==> config.mk <==
export PLATFORM = sky130hd
export DESIGN_NAME = key_conditioner
export DESIGN_NICKNAME = d
export VERILOG_FILES = /design/src/rtl/key_conditioner.sv
export SDC_FILE = /design/constraint.sdc
export NUM_CORES = 1
export LEC_CHECK = 0
export BUFFER_PORTS_ARGS = -buffer_cell sky130_fd_sc_hd__buf_4
export CAP_MARGIN = 20
export CORE_ASPECT_RATIO = 0.9
export CORE_UTILIZATION = 54
export CTS_BUF_LIST = sky130_fd_sc_hd__clkbuf_4 sky130_fd_sc_hd__clkbuf_8 sky130_fd_sc_hd__clkbuf_16
export DETAILED_ROUTE_END_ITERATION = 10
export HOLD_SLACK_MARGIN = 0.08
export PLACE_DENSITY = 0.79
export SYNTH_ARGS = -nofsm -noshare
export SYNTH_HDL_FRONTEND = slang
export SYNTH_SLANG_ARGS = --single-unit
==> constraint.sdc <==
create_clock -name CLK_50 -period 1.6 [get_ports CLK_50]
set_input_delay 0.16 -clock CLK_50 [delete_from_list [all_inputs] [get_ports CLK_50]]
set_output_delay 0.16 -clock CLK_50 [all_outputs]
set_load 0.05 [all_outputs]
==> src/rtl/key_conditioner.sv <==
// key_conditioner: synchronise and debounce active-low push-buttons into pressed levels and press/release strobes.
// Define KEY_AUTOREPEAT_EN to add auto-repeat press strobes while a key is held.
module key_conditioner #(
  parameter int NUM_KEYS        = 2,
  parameter int CLK_HZ          = 50_000_000,
  parameter int DEBOUNCE_MS     = 10,
  parameter int SIM_MODE        = 0,
  parameter int REPEAT_DELAY_MS = 500,
  parameter int REPEAT_RATE_MS  = 100
) (
  input  logic                CLK_50,
  input  logic                RESET_N,
  input  logic [NUM_KEYS-1:0] KEY_N,
  output logic [NUM_KEYS-1:0] pressed,
  output logic [NUM_KEYS-1:0] press_pulse,
  output logic [NUM_KEYS-1:0] release_pulse
);
  localparam int DB_RAW    = CLK_HZ / 1000 * DEBOUNCE_MS;
  localparam int DB_CYCLES = SIM_MODE != 0 ? 4 : (DB_RAW < 1 ? 1 : DB_RAW);
  localparam int CW        = $clog2(DB_CYCLES + 1);
  logic [NUM_KEYS-1:0] r_s1, r_s2, r_pressed, r_press, r_rel, w_accept;
  logic [CW-1:0]       r_cnt [NUM_KEYS];
  // The accepted stable raw level is simply ~r_pressed, so s2 == r_pressed means "differs".
  always_comb
    for (int k = 0; k < NUM_KEYS; k++)
      w_accept[k] = (r_s2[k] == r_pressed[k]) && (r_cnt[k] == CW'(DB_CYCLES - 1));
  always_ff @(posedge CLK_50 or negedge RESET_N)
    if (!RESET_N) begin
      r_s1      <= '1;
      r_s2      <= '1;
      r_pressed <= '0;
      r_press   <= '0;
      r_rel     <= '0;
      for (int k = 0; k < NUM_KEYS; k++) r_cnt[k] <= '0;
    end else begin
      r_s1 <= KEY_N;
      r_s2 <= r_s1;
      for (int k = 0; k < NUM_KEYS; k++) begin
        r_press[k] <= w_accept[k] & ~r_s2[k];
        r_rel[k]   <= w_accept[k] & r_s2[k];
        if (w_accept[k]) r_pressed[k] <= ~r_s2[k];
        r_cnt[k] <= (r_s2[k] != r_pressed[k] || w_accept[k]) ? '0 : r_cnt[k] + 1'b1;
      end
    end
`ifdef KEY_AUTOREPEAT_EN
  localparam int RPT_DELAY = SIM_MODE != 0 ? 8 : CLK_HZ / 1000 * REPEAT_DELAY_MS;
  localparam int RPT_RATE  = SIM_MODE != 0 ? 4 : CLK_HZ / 1000 * REPEAT_RATE_MS;
  localparam int RW        = $clog2(RPT_DELAY + 1);
  logic [RW-1:0]       r_rpt [NUM_KEYS];
  logic [NUM_KEYS-1:0] r_first, r_rpt_pulse;
  always_ff @(posedge CLK_50 or negedge RESET_N)
    if (!RESET_N) begin
      r_first     <= '1;
      r_rpt_pulse <= '0;
      for (int k = 0; k < NUM_KEYS; k++) r_rpt[k] <= '0;
    end else begin
      for (int k = 0; k < NUM_KEYS; k++) begin
        if (w_accept[k] || !r_pressed[k]) begin
          r_rpt[k]       <= '0;
          r_first[k]     <= 1'b1;
          r_rpt_pulse[k] <= 1'b0;
        end else if (r_rpt[k] == (r_first[k] ? RW'(RPT_DELAY - 1) : RW'(RPT_RATE - 1))) begin
          r_rpt[k]       <= '0;
          r_first[k]     <= 1'b0;
          r_rpt_pulse[k] <= 1'b1;
        end else begin
          r_rpt[k]       <= r_rpt[k] + 1'b1;
          r_rpt_pulse[k] <= 1'b0;
        end
      end
    end
  assign press_pulse = r_press | r_rpt_pulse;
`else
  assign press_pulse = r_press;
`endif
  assign pressed       = r_pressed;
  assign release_pulse = r_rel;
endmodule

Word-level counts from Yosys, hierarchy flattened
Cells that the tools add are included.
Word-level totals
  register bits: 48
  bits in latches: 0
  bits in writable memories: 0
  ROM bits: 0
  output and inout bits: 6
  memories: 0
Cells by class
  add/sub/neg operators: 2
  multipliers: 0
  divide/modulo/power cells: 0
  magnitude comparators: 0
  eq/ne operators: 6
  shift operators: 0
  multiplexer cells: 2
  bitwise gates (word level): 6
  reduce and logical (&&, ||, !) cells: 4
Operators by type and width (count)
  $add A19 B1 Y19 const B: 2
  $eq A19 B19 Y1 const B: 2
  $mux W19: 2
  $and A1 B1 Y1: 4
  $eq A1 B1 Y1: 2
  $logic_and A1 B1 Y1: 2
  $logic_or A1 B1 Y1: 2
  $ne A1 B1 Y1: 2
  $not A1 Y1: 2

Depth between registers and ports, before layout
  word-level depth: 4
  depth in mapped cells: 6
  gate-level depth less buffers: 5

Least setup slack after synthesis
Ideal clock, no wire load.
  path kind: flip-flop to flip-flop
  start: register r_cnt[0] in the netlist's numbering
  end: register r_cnt[18] in the netlist's numbering
  library setup time: 0.073 ns
  arrival time: 1.588 ns
  data required time: 1.527 ns
  path slack: -0.062 ns
  stages on the path, launching flop included: 6
  path buffers: 0
  clock period less this slack: 1.662 ns
  cells stage by stage: dfrtp_1 -> ha_1 -> and4_1 -> nand3_2 -> or4_4 -> a21oi_2
On the way
  cells in the longest elaborated chain, start to end: 4
Ends and longest elaborated chain
  start, declared: line 22  | logic [CW-1:0] r_cnt [NUM_KEYS];
  start signal, assigned by index: line 42  | r_cnt[k] <= (r_s2[k] != r_pressed[k] || w_accept[k]) ? '0 : r_cnt[k] + 1'b1;
  branches (longest 3 deep; another with $add A19 B1 Y19)
  $mux W19 *: line 42
Every way passes the cells marked *.
A chain may end at the register's enable or synchronous reset.

Final worst setup path
  start: register r_cnt[9] in the netlist's numbering
  end: register r_cnt[3] in the netlist's numbering
On the way
  cells in the longest elaborated chain, start to end: 4
Ends and longest elaborated chain
  $eq A19 B19 Y1: line 26  | w_accept[k] = (r_s2[k] == r_pressed[k]) && (r_cnt[k] == CW'(DB_CYCLES - 1));
  $logic_and A1 B1 Y1: line 26
  $logic_or A1 B1 Y1: line 42
  $mux W19: line 42
Every way passes these cells.

==> results.yml <==
drt:
  vias_per_cell: 5.940
  drt_iter0_markers: 242
  num_vias: 1990
  dr.pass1.iters: 6
  drtAntennaViolNets: 0
  drc: 0
  routedWlPerCell_um: 16.84
  totalWireLength_um: 5640
yosys:
  synth_nets: 232
  yosysMostFrequentCell: "dfrtp_1"
  yosysTopAreaCell: "dfrtp_1"
  ys_ff_latch: 48
  ys_seq_area_share_pct: 52.39
  synth_top_family_by_area: "simple AND/OR/NAND/NOR gates"
  synthTopCellsByArea: "dfrtp_1, xnor2_1, nor2_1"
  synth_xor_area_share_pct: 11.79
  avgSynthCellArea_um2: 10.19
  yosys.area.top_type_share_pct: 47.83
  synth_compound_area_share_pct: 4.293
  synthSimpleGateAreaFrac_pct: 28.48
  synthFlopType: "dfrtp_1"
  ys_warn_count: 0
  async_flop_share_pct: 100.0
  synthAdderAreaFrac_pct: 1.087
  syn-cell-area_um2: 2302
  syn-instance-count: 226
  synth-edff-count: 0
  ys_types: 39
  synthMuxAreaShare_pct: 0
  yosys-top-cells-count: "dfrtp_1, nor2_1, xnor2_1"
critical_path:
  max_stage_delay_ns: 0.46
  crit_fanout: 5
  critPathCaptureType: "register"
  path_class: "reg -> reg"
  crit_chain: "nor4_4 > nand3b_1 > o21ai_4 > clkbuf_16 > nor2_1"
  critical-path-slowest-cell: "dfrtp_1"
  worst_ep_required_time_ns: 1.78
  cp_data_arrival_time_ns: 1.86
  startpoint_type: "register"
sta:
  setup_viol: 36
  fmax_mhz: 595.6
  tightest_slew_ns: 0.5925
  hold_ws_ns: 0.3633
  report.final.slew_viol_count: 0
  hold_viol: 0
  period_minus_slack_ns: 1.679
  setup_ws_ns: -0.07902
  post-route-period-util_pct: 104.9
  clock_skew_ns: 0.01039
  relSlewSlack_pct: 60.50
  rsz0062_at_grt: "yes"
grt:
  grt_usage_pct: 24.37
  antenna_found_initial: 0
  grt_max_degree: 49
  grt_pass1_wl_um: 8549
  grt_pass1_vias: 1857
  overflow: 0
clocking:
  clk_pin_slew_worst_paths_ns: 0.08
  clock_path_buffers: 2
  h-tree-depth: 2
  cts_tree: "yes"
  cts_inserted_buffers: 5
  clkSinkCount: 48
  clk_latency_ns: 0.30
  cts_root_buf: "clkbuf_8"
cells_and_area:
  n_fill_cell: 245
  layout.nets: 292
  syn_to_final_growth_pct: 31.90
  stdcell_area_um2: 3037
  drive_gt1_share_pct: 31.36
  antenna_cells: 0
pwr:
  power_density_nw_per_um2: 745.7
  switchingPower_uw: 485.1
  intPower_uw: 1779
  switching_share_pct: 21.42
  p_seq_share_pct: 55.3
  p_total_uw: 2264
  vdd_ir_drop_max_mv: 0.3544
  pwr-share-clk_pct: 38.9
  p_leak_uw: 0.001248
  combPwrFrac_pct: 5.8
placement:
  port_buffers: 9
  gp_congestion: 0.8140
  hpwl_um: 3274
  dpl-instance-area_um2: 2691
die:
  die_y_um: 63.95
  ios: 10
  row_count: 22
  initial_utilization_pct: 56.51
  die_x_um: 70.83
  die-area_um2: 4529
  core_area_um2: 4074
outcome:
  violations: "setup timing"
  status: "complete, but fails checks"
job:
  cap_violations: 0
hold_path:
  hp-class: "reg -> reg"
-- worst max-delay path: cells and delay by family (launching register included) --
family	cells	cell delay [ns]
DFF	1	0.46
buffers and inverters	1	0.20
and+or+nand+nor	3	0.62
AOI/OAI and AO/OA	1	0.29
-- path summary, 6_finish.rpt --
check / depth (start not counted) / endpoint / start / slack [ns]
max in group asynchronous: 2 / r_cnt[12] / RESET_N / 0.76
max: 5 / r_cnt[3] / r_cnt[9] / -0.08
min in group asynchronous: 2 / r_cnt[37] / RESET_N / 0.41
max reg2reg: 5 / r_cnt[3] / r_cnt[9] / -0.08
min: 0 / r_s2[0] / r_s1[0] / 0.36
min reg2reg: 0 / r_s2[0] / r_s1[0] / 0.36
-- area by class of cell --
type	count	area (um2)	share of cell area (%)
clock buffers	6	76.32	2.513
flip-flops and latches	48	1209	39.80
well taps	48	60.06	1.978
repair buffers	56	474.2	15.62
clock inverters	2	35.03	1.154
multi-input cells	168	1156	38.07
inverters	7	26.28	0.8653
-- cells in the final DEF, fill, tap and decap left out, drive strengths merged, types with 7 or more instances in the layout --
master / netlist / final
buf: 2 / 52
clkbuf: 1 / 7
dfrtp: 44 / 44
inv: 7 / 7
nand2: 15 / 15
nand3: 13 / 13
nand4: 10 / 10
nor2: 40 / 40
nor3: 14 / 14
nor4: 11 / 11
o21ai: 7 / 7
xnor2: 26 / 26
-- power by group through the flow --
stage	combinational [uW]	clock, uW	sequential [uW]
global placement	102	0	1270
detailed placement	105	0	1270
finish	131	880	1250
CTS	115	894	1250
global route	145	926	1260
floorplan	37.2	0	1270
-- kinds of logic (layout without fill, tap and decap cells) --
group / Yosys count / in the layout
xor+xnor: 31 / 31
compound gates: 14 / 14
flops: 48 / 48
fa+ha+maj: 2 / 2
simple gates: 121 / 121
buf+inv: 10 / 71
-- what timing repair did --
item,CTS,global route
setup endpoints to repair,41,43
pin swaps,8,6
cloned,0,2
endpoints found under the hold margin,46,0
resized for setup,5,14
hold buffers,3,0
buffers inserted,2,7
-- stage by stage --
stage               setup TNS [ns]  std cells  setup WS [ns]  util (%)
finish                      -1.396        335       -0.07902     74.54
floorplan                 -0.01885        226       -0.01170         -
detailed placement          -1.510        313       -0.09751     66.06
global placement          -0.05943        313       -0.03788     66.06
global route                -5.759        335        -0.1928     74.54
CTS                        -0.2800        326       -0.04708     70.73
-- sequential cells by signal, indices dropped and copies added, names as in the netlist --
| signal | flops |
|---|---|
| r_s1 | 2 |
| r_cnt | 38 |
| pressed | 2 |
| press_pulse | 2 |
| release_pulse | 2 |
| r_s2 | 2 |
-- routing by layer --
metal / vias up / track usage (%) / share of wire, %
li1: 919 / - / -
met1: 981 / 33.13 / 45
met2: 75 / 38.58 / 48
met3: 15 / 4.890 / 5.1
met4: 0 / 9.500 / 2.2
met5: - / 0 / 0
Power figures use the tool's default switching activity.
